File: src/rtl/updn_counter.sv
// Up/down counter with parallel load, limit-crossing pulse and sticky ovf/unf flags.
// Define UPDN_COUNTER_SAT_EN to saturate at the limits instead of wrapping.
module updn_counter #(
  parameter int unsigned          WIDTH = 4,
  parameter logic [WIDTH-1:0]     MAX   = {WIDTH{1'b1}}
) (
  input  logic             clk,
  input  logic             rst,
  input  logic             en,
  input  logic             up_dnb,
  input  logic             load,
  input  logic [WIDTH-1:0] load_val,
  input  logic             clr_flags,
  output logic [WIDTH-1:0] count,
  output logic             wrap,
  output logic             ovf,
  output logic             unf,
  output logic             at_max,
  output logic             at_min
);

  localparam logic [WIDTH-1:0] ONE  = {{(WIDTH-1){1'b0}}, 1'b1};
  localparam logic [WIDTH-1:0] ZERO = '0;

`ifdef UPDN_COUNTER_SAT_EN
  localparam logic [WIDTH-1:0] UP_LIMIT_NEXT = MAX;
  localparam logic [WIDTH-1:0] DN_LIMIT_NEXT = ZERO;
`else
  localparam logic [WIDTH-1:0] UP_LIMIT_NEXT = ZERO;
  localparam logic [WIDTH-1:0] DN_LIMIT_NEXT = MAX;
`endif

  logic [WIDTH-1:0] count_q, count_d;
  logic             wrap_q, wrap_d;
  logic             ovf_q, ovf_d;
  logic             unf_q, unf_d;
  logic             up_limit, dn_limit;

  assign up_limit = (count_q == MAX);
  assign dn_limit = (count_q == ZERO);

  always_comb begin
    count_d = count_q;
    wrap_d  = 1'b0;
    ovf_d   = ovf_q & ~clr_flags;
    unf_d   = unf_q & ~clr_flags;
    if (load) begin
      count_d = (load_val > MAX) ? MAX : load_val;
    end else if (en) begin
      if (up_dnb) begin
        if (up_limit) begin
          count_d = UP_LIMIT_NEXT;
          wrap_d  = 1'b1;
          ovf_d   = 1'b1;
        end else begin
          count_d = count_q + ONE;
        end
      end else begin
        if (dn_limit) begin
          count_d = DN_LIMIT_NEXT;
          wrap_d  = 1'b1;
          unf_d   = 1'b1;
        end else begin
          count_d = count_q - ONE;
        end
      end
    end
  end

  always_ff @(posedge clk) begin
    if (rst) begin
      count_q <= ZERO;
      wrap_q  <= 1'b0;
      ovf_q   <= 1'b0;
      unf_q   <= 1'b0;
    end else begin
      count_q <= count_d;
      wrap_q  <= wrap_d;
      ovf_q   <= ovf_d;
      unf_q   <= unf_d;
    end
  end

  assign count  = count_q;
  assign wrap   = wrap_q;
  assign ovf    = ovf_q;
  assign unf    = unf_q;
  assign at_max = up_limit;
  assign at_min = dn_limit;

endmodule

File: config.mk
export PLATFORM = sky130hd
export DESIGN_NAME = updn_counter
export DESIGN_NICKNAME = d
export VERILOG_FILES = /design/src/rtl/updn_counter.sv
export SDC_FILE = /design/constraint.sdc
export NUM_CORES = 1
export LEC_CHECK = 0
export ABC_AREA = 1
export CAP_MARGIN = 20
export CORE_AREA = 3 3 40 42
export CTS_CLUSTER_SIZE = 8
export DETAILED_ROUTE_END_ITERATION = 8
export DIE_AREA = 0 0 43 45
export SYNTH_ARGS = -nofsm -noshare
export SYNTH_HDL_FRONTEND = slang
export SYNTH_SLANG_ARGS = --single-unit
File: constraint.sdc
create_clock -name clk -period 2.9 [get_ports clk]
set_clock_uncertainty 0.05 [all_clocks]
set_input_delay 0.435 -clock clk [delete_from_list [all_inputs] [get_ports clk]]
set_output_delay 0.435 -clock clk [all_outputs]
set_load 0.05 [all_outputs]
After elaboration in Yosys (flattened, before gate mapping) --
Cells that the tools add are included.
Cells by class: add/subtract/negate cells 2, $lt $le $gt $ge 1, equal/unequal tests 1, multiplexer cells 17, bitwise operators 4, reduce and logical (&&, ||, !) cells 3
Operators with widths (count):
- $mux W4 | 6
- $mux W1 | 11
- $add A4 B1 Y4 const B | 1
- $eq A4 B4 Y1 const B | 1
- $gt A4 B4 Y1 const B | 1
- $logic_not A4 Y1 | 1
- $sub A4 B1 Y4 const B | 1
- $reduce_or A3 Y1 | 1
- $and A1 B1 Y1 | 2
- $not A1 Y1 | 2
- $reduce_bool A2 Y1 | 1
Storage, ports and cells: register bits 7, input port bits 10, output and inout bits 9, logic and storage cells 32

Longest topological paths before layout --
depth after elaboration 6, gate-level depth with buffers 8

Worst setup path before layout --
OpenSTA, ideal clock, no wires.
path type register to output, start register count_q[0], in the netlist count[0], end output at_min, data arrival time 1.542 ns, data required time 2.415 ns, path slack 0.873 ns, stages on the path, launching flop included 5, buffers on the path 0, cells stage by stage dfxtp_1 -> inv_1 -> ha_1 -> inv_1 -> nor3_2
On the way: longest elaborated chain between the ends 1
Ends and longest elaborated chain:
- start, declared | line 33 | logic [WIDTH-1:0] count_q, count_d;
- start signal, assigned | line 77 | count_q <= count_d;
- $logic_not A4 Y1 | line 40 | assign dn_limit = (count_q == ZERO);
- end, declared | line 19 | output logic at_min
No other way between the ends.

Final worst setup path --
Same ends and word-level chain as after synthesis.

==> impl_metrics.csv <==
group,metric,value,unit
global_route,antenna_found_initial,0,
global_route,grt.overflow.total,0,
power,vdd.ir_drop.worst,0.340,mV
yosys,synth.distinct_cells,20,
sta,fin_crit,2.41,ns
yosys,yosys_warnings,0,
critical_path,timing.rr.start,"count[0]$_SDFFE_PP0P_",
critical_path,path_max_fanout,6,
power,p_leak,0.277,nW
sta,slew_violations,0,
finish,fin_util,50.2,%
yosys,synth_fp_nets,72,
power,combPwrFrac,31.1,%
clocking,post_cts.repair.setup_buffers,0,
sta,min_period_over_period,83.2,%
worst_hold_path,hold_path_class,"flip-flop to flip-flop",
yosys,synth.top_cell.area_share,32.7,%
finish,fillCellCount,150,
detailed_routing,num_vias,463,
clocking,cts_tree,"built",
global_route,grtUsageTotal,12.9,%
sta,rsz0062_at_grt,"no",
detailed_routing,routed_wl,1070,um
floorplanning,rows,13,
placed_design,place_hpwl,875,um
clocking,cts_root_buf,"clkbuf_4",
power,p_sw_share,33.3,%
detailed_routing,avgRoutedWirePerCell,11.2,um
clocking,cts_resized,0,
clocking,postCtsHoldBufs,0,
yosys,synthCells,60,
floorplanning,die_y,45,um
job,drv_cap,0,
detailed_routing,vias_per_cell,4.82,
floorplanning,fp.dieW,43,um
sta,tns,0,ns
sta,tightest_slew,0.500,ns
sta,slew_headroom,66.5,%
finish,multi_input_area,239,um^2
floorplanning,core,1280,um^2
finish,num_antenna_cells,0,
clocking,clockBufferDepth,2,
power,pwr-share-clk,30.5,%
floorplanning,start_util,33.3,%
placed_design,gp_congestion,0.797,
worst_hold_path,hold_path_end,"unf$_SDFF_PP0_",
finish,fin_nets,94,
critical_path,path_common_cell,"inv_1",
yosys,yosysSeqAreaShare,32.7,%
floorplanning,ios,19,
critical_path,path_cells,"inv_1 -> ha_1 -> inv_1 -> nor3_2 -> clkdlybuf4s50_1",
finish,drive_gt1_share,9.88,%
critical_path,r2r_end,"count[3]$_SDFFE_PP0P_",
yosys,yosys.area.top_type,"dfxtp_1",
critical_path,cpPeakStageDelay,0.83,ns
power,seqPwrFrac,38.4,%
yosys,synth_area_leaders,"dfxtp_1, nand2_1, inv_1",
sta,clock.fmax,415,MHz
critical_path,cp-start-kind,"flip-flop",
detailed_routing,drc,0,
clocking,clk_latency,0.25,ns
global_route,grt_start_max_net_pins,9,
yosys,synth_seq_cells,7,
global_route,grt_pass1_wl,1810,um
finish,syn2layout_area_growth,50.9,%
critical_path,reg2reg_slack,1.55,ns
critical_path,worstSetupPathType,"flip-flop to primary output",
critical_path,cpMaxStageDelayCell,"clkdlybuf4s50_1",
yosys,syn-cell-area,428,um^2
sta,setup_violations,0,
worst_hold_path,min_from,"unf$_SDFF_PP0_",
sta,hold_viol_final,0,
detailed_routing,drt_first_pass_iters,4,
clocking,cts.sinks,7,
critical_path,end_kind,"primary output",
worst_hold_path,hold_depth,2,
critical_path,required,2.41,ns
critical_path,reg2reg_depth,8,
finish,regArea,140,um^2
power,power_density,444,nW/um^2
critical_path,critPathArrivalTime,1.93,ns
detailed_routing,drt_first_iter_violations,5,
status,status,"completed",
power,intPower,0.191,mW
detailed_routing,ant_nets,0,
yosys,syn_avg_cell_area,7.13,um^2
global_route,grt_pass1_vias,424,
placed_design,numPortBuffers,18,
clocking,cts_buffers,3,
clocking,clk_pin_slew_worst_paths,0.05,ns
power,switchingPower,0.0956,mW
floorplanning,die_area,1940,um^2
clocking,htree_levels,1,
[registers in the layout, indices dropped and copies added (netlist names)]
signal  flops
ovf         1
wrap        1
count       4
unf         1
[cell families after synthesis]
kind of cell,synth area share (%)
AO/OA/AOI/OAI,17.5
XOR/XNOR,4.09
adder cells (fa/ha/maj),5.85
buffers and inverters,11.4
flip-flops,32.7
AND/OR/NAND/NOR,28.4
[stage by stage]
stage	hold slack [ns]	instance area [um^2]	instances	total power, mW	setup slack (ns)
6_report	0.417	646	96	0.287	0.488
4_1_cts	0.423	646	96	0.293	0.455
3_3_place_gp	0.407	619	92	0.201	0.799
2_1_floorplan	0.447	428	60	0.167	0.873
3_5_place_dp	0.413	619	92	0.202	0.727
5_1_grt	0.448	646	96	0.306	0.358
[synthesized netlist by cell type]
cell,number
clkinv_1,1
nand3_2,1
a21oi_2,1
nor2_1,1
xnor2_1,1
ha_1,2
inv_2,1
a31o_1,1
a22oi_1,3
nor2_2,1
nand3_1,6
inv_1,9
a21oi_1,6
nand2_1,13
buf_4,1
nand4_1,2
nor3_2,1
o21ai_1,1
xor2_1,1
dfxtp_1,7
[power groups by stage]
stage	Clock, mW	Combinational, mW	Sequential (mW)
after floorplan	0	0.0415	0.125
after CTS	0.0924	0.0902	0.110
after global routing	0.0974	0.0972	0.111
after global placement	0	0.0894	0.112
after detailed placement	0	0.0898	0.112
final	0.0875	0.0893	0.110
[critical path, delay by kind of cell (launching register included)]
family	cells	cell delay [ns]
buffers and inverters	3	1.01
DFF	1	0.35
adders and majority gates	1	0.18
and+or+nand+nor	1	0.14
[cell type report]
type,count,share of cell area [%]
repair buffers,18,27.9
flip-flops and latches,7,21.7
well taps,15,2.91
multi-input cells,41,37.0
inverters,11,6.40
clock buffers,4,4.07
[layer usage]
metal,part of all wire (%),vias to the layer above,track usage [%],wire (um)
met3,7.6,0,6.37,82
met2,49,14,19.8,522
met1,44,208,15.6,470
met4,0,0,5.42,0
met5,0,-,0,0
li1,-,241,-,-
[how the worst max path moves through the flow]
stage	from	end	slack, ns	cells after the start
after global routing	count[0]$_SDFFE_PP0P_	at_min	0.36	5
after floorplan	count[0]$_SDFFE_PP0P_	at_min	0.87	4
final	count[0]$_SDFFE_PP0P_	at_min	0.49	5
after global placement	count[0]$_SDFFE_PP0P_	at_min	0.80	5
after CTS	count[0]$_SDFFE_PP0P_	at_min	0.45	5
after detailed placement	count[0]$_SDFFE_PP0P_	at_min	0.73	5
[layout by cell type, fill, tap and decap left out]
cell type and instances:
nor3_2 1, clkbuf_4 3, clkinv_1 1, nor2_2 1, nand3_1 6, a21oi_2 1
nand2_1 13, nor2_1 1, a21oi_1 6, clkbuf_1 1, inv_2 1, nand3_2 1
nand4_1 2, a22oi_1 3, clkdlybuf4s50_1 18, o21ai_1 1, a31o_1 1, xor2_1 1
inv_1 9, ha_1 2, xnor2_1 1, dfxtp_1 7
Note: power is estimated with default switching activity, not from simulation.
